$ cat src/rtl/mem_access.sv
// Memory-access pipeline stage: passes ALU results through, runs byte/half/word
// loads and stores over a single-outstanding req/ack bus, stalls until done.
module mem_access #(
    parameter int TIMEOUT = 255
) (
    input  logic        clk,
    input  logic        rst,
    input  logic [4:0]  mem_wd_i,
    input  logic        mem_wreg_i,
    input  logic [31:0] mem_wdata_i,
    input  logic [3:0]  mem_op_i,
    input  logic [31:0] mem_addr_i,
    input  logic [31:0] mem_sdata_i,
    output logic        dbus_req,
    output logic        dbus_we,
    output logic [31:0] dbus_addr,
    output logic [3:0]  dbus_sel,
    output logic [31:0] dbus_wdata,
    input  logic [31:0] dbus_rdata,
    input  logic        dbus_ack,
    output logic [4:0]  wb_wd,
    output logic        wb_wreg,
    output logic [31:0] wb_wdata,
    output logic        stall_req,
    output logic        align_err,
    output logic        bus_err
);
    typedef enum logic [1:0] {IDLE, BUS, DONE} state_t;
    typedef enum logic [1:0] {SZ_BYTE, SZ_HALF, SZ_WORD} size_t;

    localparam int CW = (TIMEOUT < 2) ? 1 : $clog2(TIMEOUT);
    localparam logic [CW-1:0] TO_LAST = CW'((TIMEOUT == 0) ? 0 : TIMEOUT - 1);

    state_t        state, state_nxt;
    logic [31:0]   load_buf;
    logic [CW-1:0] cnt;
    logic          timed_out;

    logic          is_load, is_store, is_mem, is_unsigned, misaligned, timeout_hit;
    size_t         size;
    logic [3:0]    sel_nxt;
    logic [31:0]   wdata_nxt, lane, load_val;

    always_comb begin
        is_load     = 1'b0;
        is_store    = 1'b0;
        is_unsigned = 1'b0;
        size        = SZ_WORD;
        case (mem_op_i)
            4'd1: begin is_load = 1'b1; size = SZ_BYTE; end
            4'd2: begin is_load = 1'b1; size = SZ_BYTE; is_unsigned = 1'b1; end
            4'd3: begin is_load = 1'b1; size = SZ_HALF; end
            4'd4: begin is_load = 1'b1; size = SZ_HALF; is_unsigned = 1'b1; end
            4'd5: begin is_load = 1'b1; size = SZ_WORD; end
            4'd6: begin is_store = 1'b1; size = SZ_BYTE; end
            4'd7: begin is_store = 1'b1; size = SZ_HALF; end
            4'd8: begin is_store = 1'b1; size = SZ_WORD; end
            default: ;
        endcase
        is_mem     = is_load | is_store;
        misaligned = ((size == SZ_HALF) && mem_addr_i[0]) ||
                     ((size == SZ_WORD) && (mem_addr_i[1:0] != 2'b00));
    end

    // Little-endian lane enables and replicated store data
    always_comb begin
        case (size)
            SZ_BYTE: begin
                sel_nxt   = 4'b0001 << mem_addr_i[1:0];
                wdata_nxt = {4{mem_sdata_i[7:0]}};
            end
            SZ_HALF: begin
                sel_nxt   = 4'b0011 << mem_addr_i[1:0];
                wdata_nxt = {2{mem_sdata_i[15:0]}};
            end
            default: begin
                sel_nxt   = 4'b1111;
                wdata_nxt = mem_sdata_i;
            end
        endcase
    end

    // Inputs are held stable during the access, so the address still selects the lane in DONE
    always_comb begin
        lane = load_buf >> {mem_addr_i[1:0], 3'b000};
        case (size)
            SZ_BYTE: load_val = is_unsigned ? {24'h0, lane[7:0]}  : {{24{lane[7]}}, lane[7:0]};
            SZ_HALF: load_val = is_unsigned ? {16'h0, lane[15:0]} : {{16{lane[15]}}, lane[15:0]};
            default: load_val = load_buf;
        endcase
    end

    assign timeout_hit = (TIMEOUT != 0) && (cnt == TO_LAST) && !dbus_ack;

    always_ff @(posedge clk) begin
        if (rst) begin
            state      <= IDLE;
            dbus_req   <= 1'b0;
            dbus_we    <= 1'b0;
            dbus_addr  <= 32'h0;
            dbus_sel   <= 4'h0;
            dbus_wdata <= 32'h0;
            load_buf   <= 32'h0;
            cnt        <= '0;
            timed_out  <= 1'b0;
        end else begin
            state <= state_nxt;
            case (state)
                IDLE: begin
                    if (is_mem && !misaligned) begin
                        dbus_req   <= 1'b1;
                        dbus_we    <= is_store;
                        dbus_addr  <= {mem_addr_i[31:2], 2'b00};
                        dbus_sel   <= sel_nxt;
                        dbus_wdata <= wdata_nxt;
                        cnt        <= '0;
                        timed_out  <= 1'b0;
                    end
                end
                BUS: begin
                    cnt <= cnt + CW'(1);
                    if (dbus_ack) begin
                        load_buf <= dbus_rdata;
                        dbus_req <= 1'b0;
                    end else if (timeout_hit) begin
                        dbus_req  <= 1'b0;
                        timed_out <= 1'b1;
                    end
                end
                default: ;
            endcase
        end
    end

    always_comb begin
        state_nxt = state;
        wb_wd     = mem_wd_i;
        wb_wreg   = 1'b0;
        wb_wdata  = 32'h0;
        stall_req = 1'b0;
        align_err = 1'b0;
        bus_err   = 1'b0;
        case (state)
            IDLE: begin
                if (!is_mem) begin
                    wb_wreg  = mem_wreg_i;
                    wb_wdata = mem_wdata_i;
                end else if (misaligned) begin
                    align_err = 1'b1;
                    wb_wdata  = mem_wdata_i;
                end else begin
                    stall_req = 1'b1;
                    state_nxt = BUS;
                end
            end
            BUS: begin
                stall_req = 1'b1;
                if (dbus_ack || timeout_hit) state_nxt = DONE;
            end
            DONE: begin
                bus_err   = timed_out;
                state_nxt = IDLE;
                if (is_load && !timed_out) begin
                    wb_wreg  = mem_wreg_i;
                    wb_wdata = load_val;
                end
            end
            default: state_nxt = IDLE;
        endcase
        if (rst) begin
            wb_wd     = 5'h0;
            wb_wreg   = 1'b0;
            wb_wdata  = 32'h0;
            stall_req = 1'b0;
            align_err = 1'b0;
            bus_err   = 1'b0;
        end
    end
endmodule

$ cat config.mk
export PLATFORM = sky130hd
export DESIGN_NAME = mem_access
export DESIGN_NICKNAME = d
export VERILOG_FILES = /design/src/rtl/mem_access.sv
export SDC_FILE = /design/constraint.sdc
export NUM_CORES = 1
export LEC_CHECK = 0
export ABC_CLOCK_PERIOD_IN_PS = 4000
export CELL_PAD_IN_SITES_DETAIL_PLACEMENT = 0
export CELL_PAD_IN_SITES_GLOBAL_PLACEMENT = 1
export CORE_MARGIN = 4
export CORE_UTILIZATION = 32
export CTS_BUF_LIST = sky130_fd_sc_hd__clkbuf_4 sky130_fd_sc_hd__clkbuf_8
export DETAILED_ROUTE_END_ITERATION = 10
export HOLD_SLACK_MARGIN = 0.08
export PLACE_DENSITY = 0.88
export SYNTH_ARGS = -nofsm -noshare
export SYNTH_HDL_FRONTEND = slang
export SYNTH_SLANG_ARGS = --single-unit
$ cat constraint.sdc
create_clock -name clk -period 4 [get_ports clk]
set_input_delay 0.6 -clock clk [delete_from_list [all_inputs] [get_ports clk]]
set_output_delay 0.6 -clock clk [all_outputs]
set_load 0.01 [all_outputs]
==> flow_summary.json <==
{
  "status": "finished, final reports clean",
  "cp_max_fo": 17,
  "cts_root_buffer": "clkbuf_8",
  "grt_first_pass_wirelength_mm": 30.2,
  "dieArea_um2": 19100,
  "postCtsSetupBuffers": 0,
  "fin_setup_tns_ns": 0,
  "pre_cts_slack_ns": 0.0463,
  "clkLatencyLatePin_ns": 0.38,
  "synth_edf_count": 0,
  "synth.distinct_cells": 56,
  "path_cells": "clkdlybuf4s50_1 -> buf_4 -> or3_1 -> nand4_1 -> nor2_2 -> a221o_1 -> clkdlybuf4s50_1",
  "yosysMostFrequentCell": "nand2_1",
  "relSlewSlack_pct": 25.2,
  "cts_buffers": 9,
  "std_cell_rows": 47,
  "coreArea_um2": 16600,
  "worst_slack_ns": 0.224,
  "gr-usage-met1_pct": 24.3,
  "io_pins": 252,
  "synth.area.top_cells": "dfxtp_1, nand2_1, a21oi_1, nor2_1, a211oi_1",
  "hold-worst-slack_ns": 0.458,
  "cts_sinks": 111,
  "cpMostUsedCell": "clkdlybuf4s50_1",
  "synthArstFlopShare_pct": 0,
  "drv_cap": 0,
  "grt_overflow": 0,
  "critical_path_required_ns": 3.40,
  "period_minus_slack_ns": 3.78,
  "yosysWarnings": 0,
  "post-route-drc-count": 0,
  "reg2reg_depth": 6,
  "cts_max_path_buffers": 2,
  "hold_violations": 0,
  "vdd_drop_max_mv": 0.201,
  "use_met3_pct": 6.04,
  "finClkSkew_ns": 0.00841,
  "cts.hold.buffers_added": 0,
  "rsz0062_at_grt": "no",
  "end_kind": "primary output",
  "hold_class": "reg2reg",
  "h-tree-depth": 3,
  "syn_area_per_cell_um2": 7.55,
  "finalSetupViolCount": 0,
  "antenna_found_initial": 0,
  "grt_usage_pct": 19.2,
  "cts_tree": "yes",
  "synthesis.area_um2": 5440,
  "die_h_um": 138,
  "slew_violations": 0,
  "dr.pass1.iters": 4,
  "layout.nets": 1088,
  "synthDominantCellAreaShare_pct": 40.9,
  "cp.arrival_ns": 3.18,
  "syn_inst": 720,
  "synth_seq_area_share_pct": 40.9,
  "min_period_over_period_pct": 94.4,
  "grt_use_met2_pct": 31.6,
  "initial_core_util_pct": 32.7,
  "startpoint_type": "input port",
  "powerDensity_nw_per_um2": 320,
  "antenna_cells": 0,
  "critPathMaxStageDelay_ns": 0.66,
  "p_leak_nw": 2.96,
  "area_growth_pct": 52.9,
  "grt-busiest-layer": "met2",
  "drt_iter0_drc": 334,
  "drive_above_1_share_pct": 5.89,
  "path_clk_slew_ns": 0.10,
  "portBuffers": 249,
  "fp.dieW_um": 138,
  "drt-vias-per-instance": 5.01,
  "place_hpwl_mm": 14.1,
  "grt_max_degree": 89,
  "ant_nets": 0,
  "wire_per_inst_um": 16.5,
  "num_vias": 5856,
  "grt_pass1_vias": 5500,
  "synth_flop_cell": "dfxtp_1",
  "path_class": "in2out",
  "dpl_cell_area_um2": 8090,
  "synth_area_leader_cell": "dfxtp_1",
  "synthTopCellsByCount": "nand2_1, dfxtp_1, a21oi_1",
  "wl_mm": 19.2,
  "whs_path_depth": 2,
  "fin_util_pct": 49.9,
  "slowest_stage": "clkdlybuf4s50_1",
  "fin_area_um2": 8310,
  "gp_congestion": 0.871,
  "synth_seq_cells": 111,
  "worst_slew_pin_slew_ns": 1.12,
  "fmax_mhz": 265
}
==> per-stage QoR <==
| stage | std cells | power, mW |
|---|---|---|
| 2_1_floorplan | 721 | 1.55 |
| 3_3_place_gp | 1154 | 1.93 |
| 3_5_place_dp | 1154 | 1.94 |
| 4_1_cts | 1170 | 2.69 |
| 5_1_grt | 1170 | 2.80 |
| 6_report | 1170 | 2.66 |
==> report_power, final <==
part	total [mW]	internal, mW	switching (mW)	leakage (nW)
clock network	0.754	0.355	0.398	0.110
logic	0.699	0.372	0.327	1.95
registers	1.21	1.17	0.0374	0.905
==> cells in the final DEF, fill, tap and decap left out, types with 4 or more instances in the layout <==
cell type,count
nand2_1,186
a21oi_1,87
o22ai_1,7
a22oi_1,4
nand3_1,6
nor3_1,15
a311oi_1,10
mux2i_1,9
nand4_1,5
buf_4,24
nor2b_1,9
and3_1,4
o21ai_0,21
a221oi_1,8
clkdlybuf4s50_1,248
a31oi_1,5
a211oi_1,23
inv_1,14
o31ai_1,8
nor2_1,71
nand2b_1,6
dfxtp_1,111
a221o_1,13
clkbuf_8,9
==> repair_timing <==
action | 4_1_cts | 5_1_grt
endpoints found under the setup margin | 0 | 13
endpoints found under the hold margin | 0 | 0
gates resized for setup | 0 | 1
==> routing by layer <==
layer,share of wire (%),routed length [µm]
met3,7.2,1390
met1,43,8320
met4,2.5,473
met2,47,9060
met5,0,0
==> registers in the layout, indices dropped and copies added, names as in the netlist <==
register    flops
cnt             8
dbus_addr      30
dbus_req        1
dbus_sel        4
dbus_wdata     32
dbus_we         1
load_buf       32
state           2
timed_out       1
==> worst max-delay path, delay by kind of cell <==
kind | cells | cell delay (ns)
and+or+nand+nor | 3 | 0.90
buffers and inverters | 3 | 1.41
AOI/OAI and AO/OA | 1 | 0.26
==> final cells by class <==
class                      instances  area (µm²)
multi-input combinational        535        2840
inverter                          14        52.6
timing repair buffer             274        2700
tap                              220         275
clock inverter                     7        95.1
fill                            1663        8330
clock buffer                       9         124
sequential                       111        2220
==> cells by family after synthesis <==
group                      count (synthesis)  synth area share, %
AOI/OAI and AO/OA                        203                 24.4
xor gates and xnor gates                   2                0.322
adders and majority gates                  2                0.460
buffers and inverters                     75                 7.07
DFF                                      111                 40.9
muxes                                     11                 2.39
other                                      1               0.0690
and+or+nand+nor                          315                 24.4
==> final timing paths <==
path                                    start             end  slack, ns
worst min-delay path            dbus_addr[21]   dbus_addr[21]       0.46
worst max-delay path              mem_op_i[0]    wb_wdata[29]       0.22
worst max register to register       state[1]  dbus_wdata[15]       1.84
worst min register to register  dbus_addr[21]   dbus_addr[21]       0.46
No activity file was read; power rests on OpenSTA's default activity.
